[src/rtl/approx_mult_engine.sv]
// Approximate/exact multiply engine: reads DEPTH operand pairs, normalises them with
// leading-one shifts, multiplies the K-bit heads and rescales, or multiplies exactly.
// state | meaning
// IDLE  | wait for start, latch mode
// READ  | issue input read at idx
// LOAD  | capture operands, flag zeros
// SHIFT | normalise A and B in parallel
// MULT  | compute and register product
// WRITE | write product at idx
// DONE  | one-cycle completion pulse
module approx_mult_engine #(
  parameter int W     = 16,
  parameter int K     = 8,
  parameter int DEPTH = 8,
  parameter int AW    = $clog2(DEPTH)
) (
  input  logic            clk,
  input  logic            rst,
  input  logic            start,
  input  logic            mode,
  output logic            busy,
  output logic            done,
  output logic            in_rd,
  output logic [AW-1:0]   in_addr,
  input  logic [2*W-1:0]  in_data,
  output logic            out_wr,
  output logic [AW-1:0]   out_addr,
  output logic [2*W-1:0]  out_data
);

  localparam int SW = $clog2(W) + 1;
  localparam int TW = SW + 2;
  localparam logic [TW-1:0] BASE = TW'(2*W - 2*K);

  typedef enum logic [2:0] {IDLE, READ, LOAD, SHIFT, MULT, WRITE, DONE} state_t;

  state_t         state_q, state_d;
  logic [AW-1:0]  idx_q, idx_d;
  logic           mode_q, mode_d;
  logic [W-1:0]   a_q, a_d, b_q, b_d;
  logic [SW-1:0]  sa_q, sa_d, sb_q, sb_d;
  logic           za_q, za_d, zb_q, zb_d;
  logic [2*W-1:0] out_data_q, out_data_d;

  logic [2*K-1:0] head_prod;
  logic [2*W-1:0] head_ext, approx_res, exact_res;
  logic [TW-1:0]  shift_sum;
  logic           a_fin, b_fin;

  assign head_prod = {{K{1'b0}}, a_q[W-1:W-K]} * {{K{1'b0}}, b_q[W-1:W-K]};
  assign head_ext  = (2*W)'(head_prod);
  assign shift_sum = TW'(sa_q) + TW'(sb_q);
  // Net scale is BASE - (sa+sb); split by sign so each shift amount stays unsigned.
  assign approx_res = (shift_sum <= BASE) ? (head_ext << (BASE - shift_sum))
                                          : (head_ext >> (shift_sum - BASE));
  assign exact_res = {{W{1'b0}}, a_q} * {{W{1'b0}}, b_q};
  assign a_fin = a_q[W-1] | za_q;
  assign b_fin = b_q[W-1] | zb_q;

  always_ff @(posedge clk) begin
    if (!rst) begin
      state_q    <= IDLE;
      idx_q      <= '0;
      mode_q     <= 1'b0;
      a_q        <= '0;
      b_q        <= '0;
      sa_q       <= '0;
      sb_q       <= '0;
      za_q       <= 1'b0;
      zb_q       <= 1'b0;
      out_data_q <= '0;
    end else begin
      state_q    <= state_d;
      idx_q      <= idx_d;
      mode_q     <= mode_d;
      a_q        <= a_d;
      b_q        <= b_d;
      sa_q       <= sa_d;
      sb_q       <= sb_d;
      za_q       <= za_d;
      zb_q       <= zb_d;
      out_data_q <= out_data_d;
    end
  end

  always_comb begin
    state_d    = state_q;
    idx_d      = idx_q;
    mode_d     = mode_q;
    a_d        = a_q;
    b_d        = b_q;
    sa_d       = sa_q;
    sb_d       = sb_q;
    za_d       = za_q;
    zb_d       = zb_q;
    out_data_d = out_data_q;
    case (state_q)
      IDLE: if (start) begin
        mode_d  = mode;
        idx_d   = '0;
        state_d = READ;
      end
      READ: state_d = LOAD;
      LOAD: begin
        a_d     = in_data[2*W-1:W];
        b_d     = in_data[W-1:0];
        sa_d    = '0;
        sb_d    = '0;
        za_d    = (in_data[2*W-1:W] == '0);
        zb_d    = (in_data[W-1:0] == '0);
        state_d = mode_q ? MULT : SHIFT;
      end
      SHIFT: begin
        if (a_fin && b_fin) begin
          state_d = MULT;
        end else begin
          if (!a_fin) begin
            a_d  = a_q << 1;
            sa_d = sa_q + 1'b1;
          end
          if (!b_fin) begin
            b_d  = b_q << 1;
            sb_d = sb_q + 1'b1;
          end
        end
      end
      MULT: begin
        if (mode_q)            out_data_d = exact_res;
        else if (za_q || zb_q) out_data_d = '0;
        else                   out_data_d = approx_res;
        state_d = WRITE;
      end
      WRITE: begin
        if (idx_q == AW'(DEPTH - 1)) begin
          state_d = DONE;
        end else begin
          idx_d   = idx_q + 1'b1;
          state_d = READ;
        end
      end
      DONE:    state_d = IDLE;
      default: state_d = IDLE;
    endcase
  end

  always_comb begin
    busy     = (state_q != IDLE);
    done     = (state_q == DONE);
    in_rd    = (state_q == READ);
    out_wr   = (state_q == WRITE);
    in_addr  = idx_q;
    out_addr = idx_q;
    out_data = out_data_q;
  end

endmodule

[config.mk]
export PLATFORM = sky130hd
export DESIGN_NAME = approx_mult_engine
export DESIGN_NICKNAME = d
export VERILOG_FILES = /design/src/rtl/approx_mult_engine.sv
export SDC_FILE = /design/constraint.sdc
export NUM_CORES = 1
export LEC_CHECK = 0
export CELL_PAD_IN_SITES_DETAIL_PLACEMENT = 1
export CELL_PAD_IN_SITES_GLOBAL_PLACEMENT = 1
export CORE_UTILIZATION = 50
export CTS_CLUSTER_SIZE = 40
export DETAILED_ROUTE_END_ITERATION = 12
export MAX_ROUTING_LAYER = met4
export PLACE_DENSITY = 0.87
export REMOVE_ABC_BUFFERS = 1
export SYNTH_ARGS = -nofsm -noshare
export SYNTH_HDL_FRONTEND = slang
export SYNTH_SLANG_ARGS = --single-unit
[constraint.sdc]
create_clock -name clk -period 18.95 [get_ports clk]
set_input_delay 4.7375 -clock clk [delete_from_list [all_inputs] [get_ports clk]]
set_output_delay 4.7375 -clock clk [all_outputs]
set_load 0.05 [all_outputs]
==> metrics.md, run 1 <==
| Metric | Value |
|---|---|
| Status | complete, no violations |
| Crit Path Max Fanout | 19 |
| Vias in the first global route | 16,300 |
| Post-cts repair resize count | 0 |
| Post-synth EDFFs | 0 |
| Mapped cell area | 0.0163 mm^2 |
| Post-CTS setup buffers | 0 |
| Place WS | 11,840 ps |
| Worst setup margin | 11,680 ps |
| Period utilization | 38.4% |
| TritonCTS Buffers | 9 |
| Min cycle time layout | 7270 ps |
| Worst EP arrival | 7520 ps |
| Drt first pass iters | 5 |
| Top cells by area, synth | fa_1 (26%), ha_1 (11%), dfxtp_1 (10%), inv_1 (6.4%), and2_1 (6.2%) |
| R2R Setup Slk | 11,680 ps |
| Yosys top cell area share | 25.9% |
| Share of cells above drive strength 1 | 4.74% |
| Violation count after the first detailed-route iteration | 1,401 |
| Largest net degree at the start of global routing | 65 |
| Cell at the slowest stage of the critical path | dfxtp_1 |
| Final HPWL DP | 47.0 mm |
| Ys flop type | dfxtp_1 |
| Worst vdd ir | 0.0000544 V |
| Wire per inst | 25.7 um |
| HP Class | register to register |
| Core box area | 0.0318 mm^2 |
| Initial Util | 51.1% |
| # port buffers | 77 |
| Post-detailed-route via-to-cell ratio | 6.43 |
| Post-synth top cells | inv_1 (278), nand2_1 (218), fa_1 (210), and2_1 (160), ha_1 (141) |
| Pins Over Slew Limit | 0 |
| Clk root buf | clkbuf_16 |
| CP endpoint kind | register |
| Setup-failing EPs final | 0 |
| Synthesized area per cell | 8.26 um^2 |
| Final Hold Slack | 502 ps |
| Critical register-to-register path startpoint | a_q[8] |
| Site row count | 65 |
| Total Routing Usage GR | 38.9% |
| MaxCap Viol Count | 0 |
| RSZ-0062 raised after global routing | false |
| YS warnings | 0 |
| Least-Margin Pin Slew | 1040 ps |
| End of the worst register-to-register path | out_data[28] |
| Post-synthesis async set-or-reset flop share | 0% |
| Required @ worst endpoint | 19,200 ps |
| Die X-Extent | 182 um |
| Clock transition at path regs | 80 ps |
| Antenna viol nets, final | 0 |
| Buf/Inv on CP | 3 |
| Kind of critical path | register to register |
| Most common cell in the netlist | inv_1 |
| Die footprint | 0.0332 mm^2 |
| CP Launch Point | a_q[8] |
| Number of diodes | 0 |
| Clock Sinks | 83 |
| Residual DRC | 0 |
| R2R depth | 20 |
| Height of the die | 182 um |
| Crit start category | register |
| Fin Setup TNS | 0 ps |
| Fin. Hold Viols | 0 |
| Final Util | 55.3% |
| Slew HR | 30.3% |
| Mapped Cells | 1,967 |
| P&R area growth vs syn | 8.25% |
| CTS tree | done |
| Overflow after GRT | 0 |
| WL final | 61.6 mm |
| Register area share after synthesis | 10.2% |
| Top delay family on crit path | adder cells |
| Stages on worst setup path | 20 |
| First-pass GRT wire length | 96.3 mm |
| Fmax | 138 MHz |
| Area leader, netlist | fa_1 |
| Power per Cell Area | 104 mW/mm^2 |
| Nets | 2,344 |
| Initial antenna violation count | 0 |
| Clock skew | 16.5 ps |
| CP most frequent cell | fa_1 |
| FF+latch count, synth | 83 |
| Io pins | 78 |
| Worst stage delay on the critical path | 1010 ps |
| Setup crit end | out_data[28] |
| Final Total Pwr | 1.84 mW |
| CTS Hold Bufs | 0 |
| Leakage | 8.62 nW |
| Synth cell types | 94 |
| Vias | 15,400 |
| Clock Latency Late Sink | 380 ps |
| Final RePlAce weighted congestion | 0.940 |
| Worst path cell trace | nand2_1 -> fa_1 -> inv_1 -> fa_1 -> fa_1 -> fa_1 -> fa_1 -> inv_1 -> fa_1 -> inv_1 -> ha_1 -> a21oi_1 -> nor2b_1 -> a221o_1 -> a21oi_1 -> nand3b_1 -> o221a_2 -> xor2_1 -> a221oi_1 -> a21oi_1 |
| Clock Tree Buf Depth | 2 |
| H-Tree Depth | 3 |
==> placed cells by master, fill, tap and decap left out, types with 67 or more instances in the layout <==
cell | Yosys | layout
nand3_1 | 101 | 101
and2_1 | 160 | 160
fa_1 | 210 | 210
a21oi_1 | 79 | 78
nand2_1 | 218 | 218
nor2_1 | 68 | 67
ha_1 | 141 | 141
inv_1 | 278 | 278
clkdlybuf4s50_1 | 0 | 76
dfxtp_1 | 83 | 83
==> cell families (layout without fill, tap and decap cells) <==
logic type / count (synthesis) / count (layout) / synth area share, %
AOI/OAI and AO/OA: 376 / 376 / 16.9
xor gates and xnor gates: 47 / 47 / 2.71
adders and majority gates: 351 / 351 / 36.7
buffers and inverters: 398 / 392 / 9.37
DFF: 83 / 83 / 10.2
muxes: 39 / 39 / 3.29
and+or+nand+nor: 673 / 673 / 20.8
==> where the power goes <==
group | internal, mW | switching, mW | leakage, nW
clock | 0.119 | 0.0879 | 0.155
combinational | 0.437 | 0.801 | 7.79
sequential | 0.214 | 0.176 | 0.674
==> through the flow <==
step	instance area, um^2	std cells
4_1_cts	17600	2396
3_5_place_dp	17300	2381
5_1_grt	17600	2396
6_report	17600	2396
2_1_floorplan	15800	1849
3_3_place_gp	17300	2381
==> final cells by class <==
class | count | area, um^2
clock buffer | 10 | 239
fill | 3795 | 14200
multi-input combinational | 1486 | 13100
sequential | 83 | 1660
clock inverter | 5 | 85.1
timing repair buffer | 97 | 916
inverter | 280 | 1050
tap | 435 | 544
==> how the worst min path moves through the flow <==
stage,start,endpoint,slack [ps],cells past startpoint
CTS,out_data[2],out_data[2],510,1
floorplan,sb_q[4],sb_q[4],480,2
finish,out_data[2],out_data[2],500,1
global placement,out_data[2],out_data[2],490,1
global route,out_data[2],out_data[2],530,1
detailed placement,out_data[2],out_data[2],490,1
==> registers in the layout (all words and copies together) (netlist names) <==
signal / flops
mode_q: 1
in_addr: 3
za_q: 1
state_q: 3
sb_q: 5
zb_q: 1
sa_q: 5
out_data: 32
b_q: 16
a_q: 16
==> routing by layer <==
metal | vias to the layer above | track usage (%) | share of wire [%]
li1 | 6566 | - | -
met1 | 7864 | 49.5 | 40
met2 | 821 | 64.0 | 49
met3 | 166 | 5.17 | 7.8
met4 | 0 | 12.4 | 3.2
met5 | - | - | 0
(Power assumes the default switching activity.)
==> inputs of run 2 (changes only) <==
--- a/config.mk
+++ b/config.mk
@@ -7,11 +7,11 @@
 export LEC_CHECK = 0
 export CELL_PAD_IN_SITES_DETAIL_PLACEMENT = 1
 export CELL_PAD_IN_SITES_GLOBAL_PLACEMENT = 1
-export CORE_UTILIZATION = 50
+export CORE_UTILIZATION = 48
 export CTS_CLUSTER_SIZE = 40
 export DETAILED_ROUTE_END_ITERATION = 12
 export MAX_ROUTING_LAYER = met4
-export PLACE_DENSITY = 0.87
+export PLACE_DENSITY = 0.84
 export REMOVE_ABC_BUFFERS = 1
 export SYNTH_ARGS = -nofsm -noshare
 export SYNTH_HDL_FRONTEND = slang
==> constraint.sdc (replaced) <==
create_clock -name clk -period 6.8 [get_ports clk]
set_input_delay 1.7 -clock clk [delete_from_list [all_inputs] [get_ports clk]]
set_output_delay 1.7 -clock clk [all_outputs]
set_load 0.05 [all_outputs]
==> run 2 against run 1 <==
Compared with the run above:
- sequential cell count unchanged
- largest cell class unchanged
- global-route usage is 3.2 points lower
- clock power is 140% higher
- largest power group unchanged
- sequential share of layout area hardly changed
- cell area grew 0.90%
- first-iteration DRC count decreased by 9.9%
- critical endpoint is now out_data[31]
- setup slack got worse by 11000 ps
- hold slack better by 26 ps
- count of clock-buffer cells in the layout decreased by 1
- final cell count is 1.5% higher
==> metrics.md, run 2 (synthesis gave the netlist of run 1 again) <==
| Metric | Value |
|---|---|
| Final Hold Slack | 528 ps |
| Largest register FFs | 32 |
| Core box area | 0.0334 mm^2 |
| Violation count after the first detailed-route iteration | 1,263 |
| Buf/Inv on CP | 4 |
| Wire per inst | 23.7 um |
| Internal cell power | 2.13 mW |
| Clk pwr share | 9.8% |
| Final Non-Filler Cells | 2,432 |
| Period utilization | 95.5% |
| RSZ-0062 raised after global routing | false |
| Vias | 14,900 |
| H-Tree Depth | 3 |
| Leakage | 8.73 nW |
| Switching component of the power | 2.91 mW |
| Setup-failing EPs final | 0 |
| Flop pwr share | 19.1% |
| WL met1 | 24.5 mm |
| Crit Path Max Fanout | 15 |
| Clock skew | 14.5 ps |
| Kind of critical path | register to register |
| Antenna viol nets, final | 0 |
| Clock Latency Late Sink | 370 ps |
| Die X-Extent | 186 um |
| Most frequent cells in the layout | inv_1 (278), nand2_1 (218), fa_1 (210) |
| Share of cells above drive strength 1 | 6.65% |
| FF+latch area | 0.00168 mm^2 |
| Vias in the first global route | 15,700 |
| TritonCTS Buffers | 9 |
| Crit start category | register |
| Min cycle time layout | 6500 ps |
| Worst path cell trace | and2_1 -> fa_1 -> inv_1 -> fa_1 -> fa_1 -> inv_1 -> fa_1 -> fa_1 -> inv_1 -> fa_1 -> inv_1 -> ha_1 -> and3_1 -> nand3_1 -> o21ai_0 -> a31oi_1 -> o21a_1 -> o21ai_0 -> mux2i_1 -> o221a_2 |
| Clock Sinks | 83 |
| Final Total Pwr | 5.04 mW |
| HP Class | register to register |
| Clock transition at path regs | 70 ps |
| Met2 WL | 27.9 mm |
| CTS tree | done |
| CP most frequent cell | fa_1 |
| Status | complete, no violations |
| Worst vdd ir | 0.000166 V |
| Fmax | 154 MHz |
| Inst Count DP | 2,417 |
| CP endpoint kind | register |
| Combinational fraction of design power | 71.1% |
| Slew HR | 16.2% |
| Worst stage delay on the critical path | 550 ps |
| MaxCap Viol Count | 0 |
| Footprint of the multi-input gates | 0.0131 mm^2 |
| Pins Over Slew Limit | 0 |
| Residual DRC | 0 |
| P&R area growth vs syn | 9.22% |
| Fin Setup TNS | 0 ps |
| Height of the die | 186 um |
| Cell at the slowest stage of the critical path | fa_1 |
| Drt first pass iters | 5 |
| Fill cells | 3,981 |
| Initial antenna violation count | 0 |
| Final instance area | 0.0178 mm^2 |
| First-pass GRT wire length | 91.0 mm |
| Overflow after GRT | 0 |
| Final RePlAce weighted congestion | 0.934 |
| Switching share of power | 57.7% |
| Power per Cell Area | 284 mW/mm^2 |
| Die footprint | 0.0346 mm^2 |
| Initial Util | 48.6% |
| Top delay family on crit path | adder cells |
| Clock Tree Buf Depth | 2 |
| Site row count | 67 |
| Routed wire length on met3 | 3.33 mm |
| Io pins | 78 |
| CTS Hold Bufs | 0 |
| Post-DP Area | 0.0175 mm^2 |
| Final HPWL DP | 46.6 mm |
| Least-Margin Pin Slew | 1240 ps |
| # port buffers | 77 |
| Total Routing Usage GR | 35.6% |
| Nets | 2,367 |
| Post-detailed-route via-to-cell ratio | 6.14 |
| Clk root buf | clkbuf_16 |
| WL final | 57.7 mm |
| Top routing layer in use | met4 |
| Fin. Hold Viols | 0 |
| Number of diodes | 0 |
| Commonest non-fill, non-tap cell in the layout | inv_1 |
| Required @ worst endpoint | 7060 ps |
| Largest net degree at the start of global routing | 51 |
| Worst EP arrival | 6750 ps |
[run 2: worst reg2reg max path, stage by stage, from the launching register on]
cell and delay (ps):
dfxtp_2 420, and2_1 230, fa_1 550, inv_1 60, fa_1 470, fa_1 520
inv_1 70, fa_1 510, fa_1 530, inv_1 70, fa_1 490, inv_1 40
ha_1 370, and3_1 240, nand3_1 80, o21ai_0 490, a31oi_1 290, o21a_1 270
o21ai_0 330, mux2i_1 130, o221a_2 250
[run 2: routing by layer]
layer / global-route usage [%] / up-vias
met4: 11.6 / 0
li1: - / 6631
met3: 4.56 / 115
met1: 45.6 / 7670
met2: 58.2 / 508
met5: - / -
[run 2: cell type report]
cell class | count | share of cell area [%]
multi-input cells | 1486 | 73.8
flip-flops and latches | 83 | 9.47
repair buffers | 120 | 6.13
inverters | 280 | 5.92
well taps | 448 | 3.16
clock buffers | 9 | 1.27
clock inverters | 6 | 0.268
[run 2: path summary, 6_finish.rpt]
kind,startpoint,to,slack (ps),cells after the start
worst min-delay path,in_addr[2],in_addr[2],530,2
worst max register to register,a_q[8],out_data[31],300,20
worst min register to register,in_addr[2],in_addr[2],530,2
worst max-delay path,a_q[8],out_data[31],300,20
[run 2: what timing repair did]
| action | in CTS | in global routing |
|---|---|---|
| resized for setup | 0 | 17 |
| endpoints found under the setup margin | 0 | 7 |
| hold endpoints to repair | 0 | 0 |
| buffers inserted | 0 | 0 |
[run 2: power by group through the flow]
| stage | combinational, mW | clock, mW | sequential, mW |
|---|---|---|---|
| detailed placement | 3.48 | 0 | 0.945 |
| floorplan | 2.06 | 0 | 0.936 |
| global placement | 3.35 | 0 | 0.932 |
| finish | 3.58 | 0.492 | 0.961 |
| global route | 3.87 | 0.515 | 0.974 |
| CTS | 3.53 | 0.499 | 0.938 |
[run 2: per-stage QoR]
step / utilization (%) / worst slack [ps]
2_1_floorplan: - / 931
3_3_place_gp: 52.2 / 392
3_5_place_dp: 52.2 / 114
4_1_cts: 53.0 / 92.0
5_1_grt: 53.1 / 41.5
6_report: 53.1 / 303
==> inputs of run 3 (changes only) <==
--- a/config.mk
+++ b/config.mk
@@ -8,10 +8,11 @@
 export CELL_PAD_IN_SITES_DETAIL_PLACEMENT = 1
 export CELL_PAD_IN_SITES_GLOBAL_PLACEMENT = 1
 export CORE_UTILIZATION = 48
+export CTS_BUF_LIST = sky130_fd_sc_hd__clkbuf_16
 export CTS_CLUSTER_SIZE = 40
 export DETAILED_ROUTE_END_ITERATION = 12
 export MAX_ROUTING_LAYER = met4
-export PLACE_DENSITY = 0.84
+export PLACE_DENSITY = 0.83
 export REMOVE_ABC_BUFFERS = 1
 export SYNTH_ARGS = -nofsm -noshare
 export SYNTH_HDL_FRONTEND = slang
==> run 3 against run 2 <==
Compared with the run above:
- die area stayed put
- setup slack worse by 5.3 ps
- sequential cell count stayed put
- routed wire length is 0.32% higher
- global-route usage is 0.26 points lower
- sequential share of layout area is 0.071 points lower
- non-clock buffer count is 3 higher
- hold slack worse by 21 ps
- clock power is 11% higher
- register-to-register slack hardly changed
- critical path depth is 2 higher
- sequential power is 0.4% higher
- critical endpoint is now out_data[28]
- largest cell class unchanged
- highest routed layer unchanged
==> metrics.md, run 3 (synthesis gave the netlist of run 1 again) <==
| Metric | Value |
|---|---|
| Clock skew | 17.5 ps |
| Global routing usage on met2 | 58.8% |
| MaxCap Viol Count | 0 |
| CTS Hold Bufs | 0 |
| Status | complete, no violations |
| WL final | 57.8 mm |
| Initial antenna violation count | 0 |
| Fin. Hold Viols | 0 |
| Share of cells above drive strength 1 | 6.44% |
| RSZ-0062 raised after global routing | false |
| Clk root buf | clkbuf_16 |
| Met3 usage | 4.34% |
| Vias | 14,900 |
| Pins Over Slew Limit | 0 |
| Slew HR | 21.6% |
| GR peak layer | met2 |
| Required @ worst endpoint | 7030 ps |
| Die X-Extent | 186 um |
| Wire per inst | 23.7 um |
| Setup-failing EPs final | 0 |
| Io pins | 78 |
| Largest net degree at the start of global routing | 56 |
| Height of the die | 186 um |
| # port buffers | 77 |
| Clock Sinks | 83 |
| Total Routing Usage GR | 35.3% |
| HP Class | register to register |
| CP endpoint kind | register |
| Min cycle time layout | 6500 ps |
| CTS tree | done |
| Antenna viol nets, final | 0 |
| Fmax | 154 MHz |
| Place WS | 254 ps |
| Least-Margin Pin Slew | 1170 ps |
| Die footprint | 0.0346 mm^2 |
| Initial Util | 48.6% |
| Vias in the first global route | 15,500 |
| Residual DRC | 0 |
| Clock Tree Buf Depth | 2 |
| Most frequent cells in the layout | inv_1 (278), nand2_1 (218), fa_1 (210) |
| Crit start category | register |
| H-Tree Depth | 3 |
| Violation count after the first detailed-route iteration | 1,190 |
| Clock Latency Late Sink | 380 ps |
| First-pass GRT wire length | 90.1 mm |
| Leakage | 8.76 nW |
| Largest register FFs | 32 |
| Clock transition at path regs | 70 ps |
| Overflow after GRT | 0 |
| Drt first pass iters | 5 |
| Final HPWL DP | 46.4 mm |
| Met1 Usage GRT | 44.9% |
| Final RePlAce weighted congestion | 0.981 |
| Crit Path Max Fanout | 11 |
| TritonCTS Buffers | 9 |
| Worst vdd ir | 0.000181 V |
| Worst setup margin | 298 ps |
| Power per Cell Area | 285 mW/mm^2 |
| Fill cells | 4,030 |
| Fin Setup TNS | 0 ps |
| Kind of critical path | register to register |
| Site row count | 67 |
| Nets | 2,370 |
| Post-detailed-route via-to-cell ratio | 6.12 |
| Core box area | 0.0334 mm^2 |
| Worst EP arrival | 6740 ps |
| Commonest non-fill, non-tap cell in the layout | inv_1 |
| Period utilization | 95.6% |
| P&R area growth vs syn | 9.47% |
run 3: changes by cell type in the layout (fill, tap and decap cells not counted):
cell,previous run,this run
buf_4,43,46
dfxtp_1,67,74
bufinv_16,0,1
o21ai_1,5,4
o21ai_0,61,62
dfxtp_2,16,9
clkinvlp_4,1,0
clkinv_4,1,0
diode_2,0,1
inv_8,0,1
run 3: what timing repair did:
item / in CTS / in global routing
buffers inserted: 0 / 0
gates resized for setup: 0 / 9
endpoints found under the setup margin: 0 / 4
hold endpoints to repair: 0 / 0
run 3: area by class of cell:
type,count,area (um^2),share of cell area (%)
Antenna cell,1,2.50,0.0141
Tap cell,448,561,3.15
Clock buffer,9,225,1.27
Timing Repair Buffer,123,1110,6.24
Multi-Input combinational cell,1486,13100,73.6
Inverter,280,1050,5.91
Sequential cell,83,1670,9.40
Clock inverter,6,72.6,0.408
run 3: metrics by stage:
stage	hold slack (ps)	utilization [%]	std cells	area, um^2	power (mW)
2_1_floorplan	483	-	1849	15800	3.00
3_3_place_gp	485	52.3	2420	17500	4.30
3_5_place_dp	491	52.3	2420	17500	4.42
4_1_cts	508	53.2	2435	17800	5.02
5_1_grt	525	53.2	2435	17800	5.41
6_report	507	53.2	2436	17800	5.08
run 3: layer usage:
metal | part of all wire (%) | wire length, um
met1 | 42 | 24200
met2 | 49 | 28400
met3 | 6.1 | 3540
met4 | 3.0 | 1720
met5 | 0 | 0
run 3: critical path: stages, from the launching register on:
cell and delay [ps]:
dfxtp_1 640, buf_4 250, and2_1 150, fa_1 400, inv_1 80, fa_1 460, fa_1 530, inv_1 60
fa_1 510, fa_1 500, inv_1 50, fa_1 520, inv_1 50, ha_1 330, a21oi_1 220, nor2b_1 90
a221o_1 350, a21oi_1 220, nand3b_1 100, o221a_2 250, xor2_1 150, a221oi_1 330, a21oi_1 110
run 3: report_power, final:
group	internal [mW]	leakage, nW	total (mW)	switching, mW
combinational	1.27	7.93	3.57	2.30
clock	0.290	0.149	0.545	0.255
sequential	0.601	0.678	0.965	0.364
run 3: final timing paths:
| path | start | to | slack [ps] | depth (start not counted) |
|---|---|---|---|---|
| worst max-delay path | b_q[6] | out_data[28] | 300 | 22 |
| worst min-delay path | out_data[2] | out_data[2] | 510 | 1 |
| worst max register to register | b_q[6] | out_data[28] | 300 | 22 |
| worst min register to register | out_data[2] | out_data[2] | 510 | 1 |
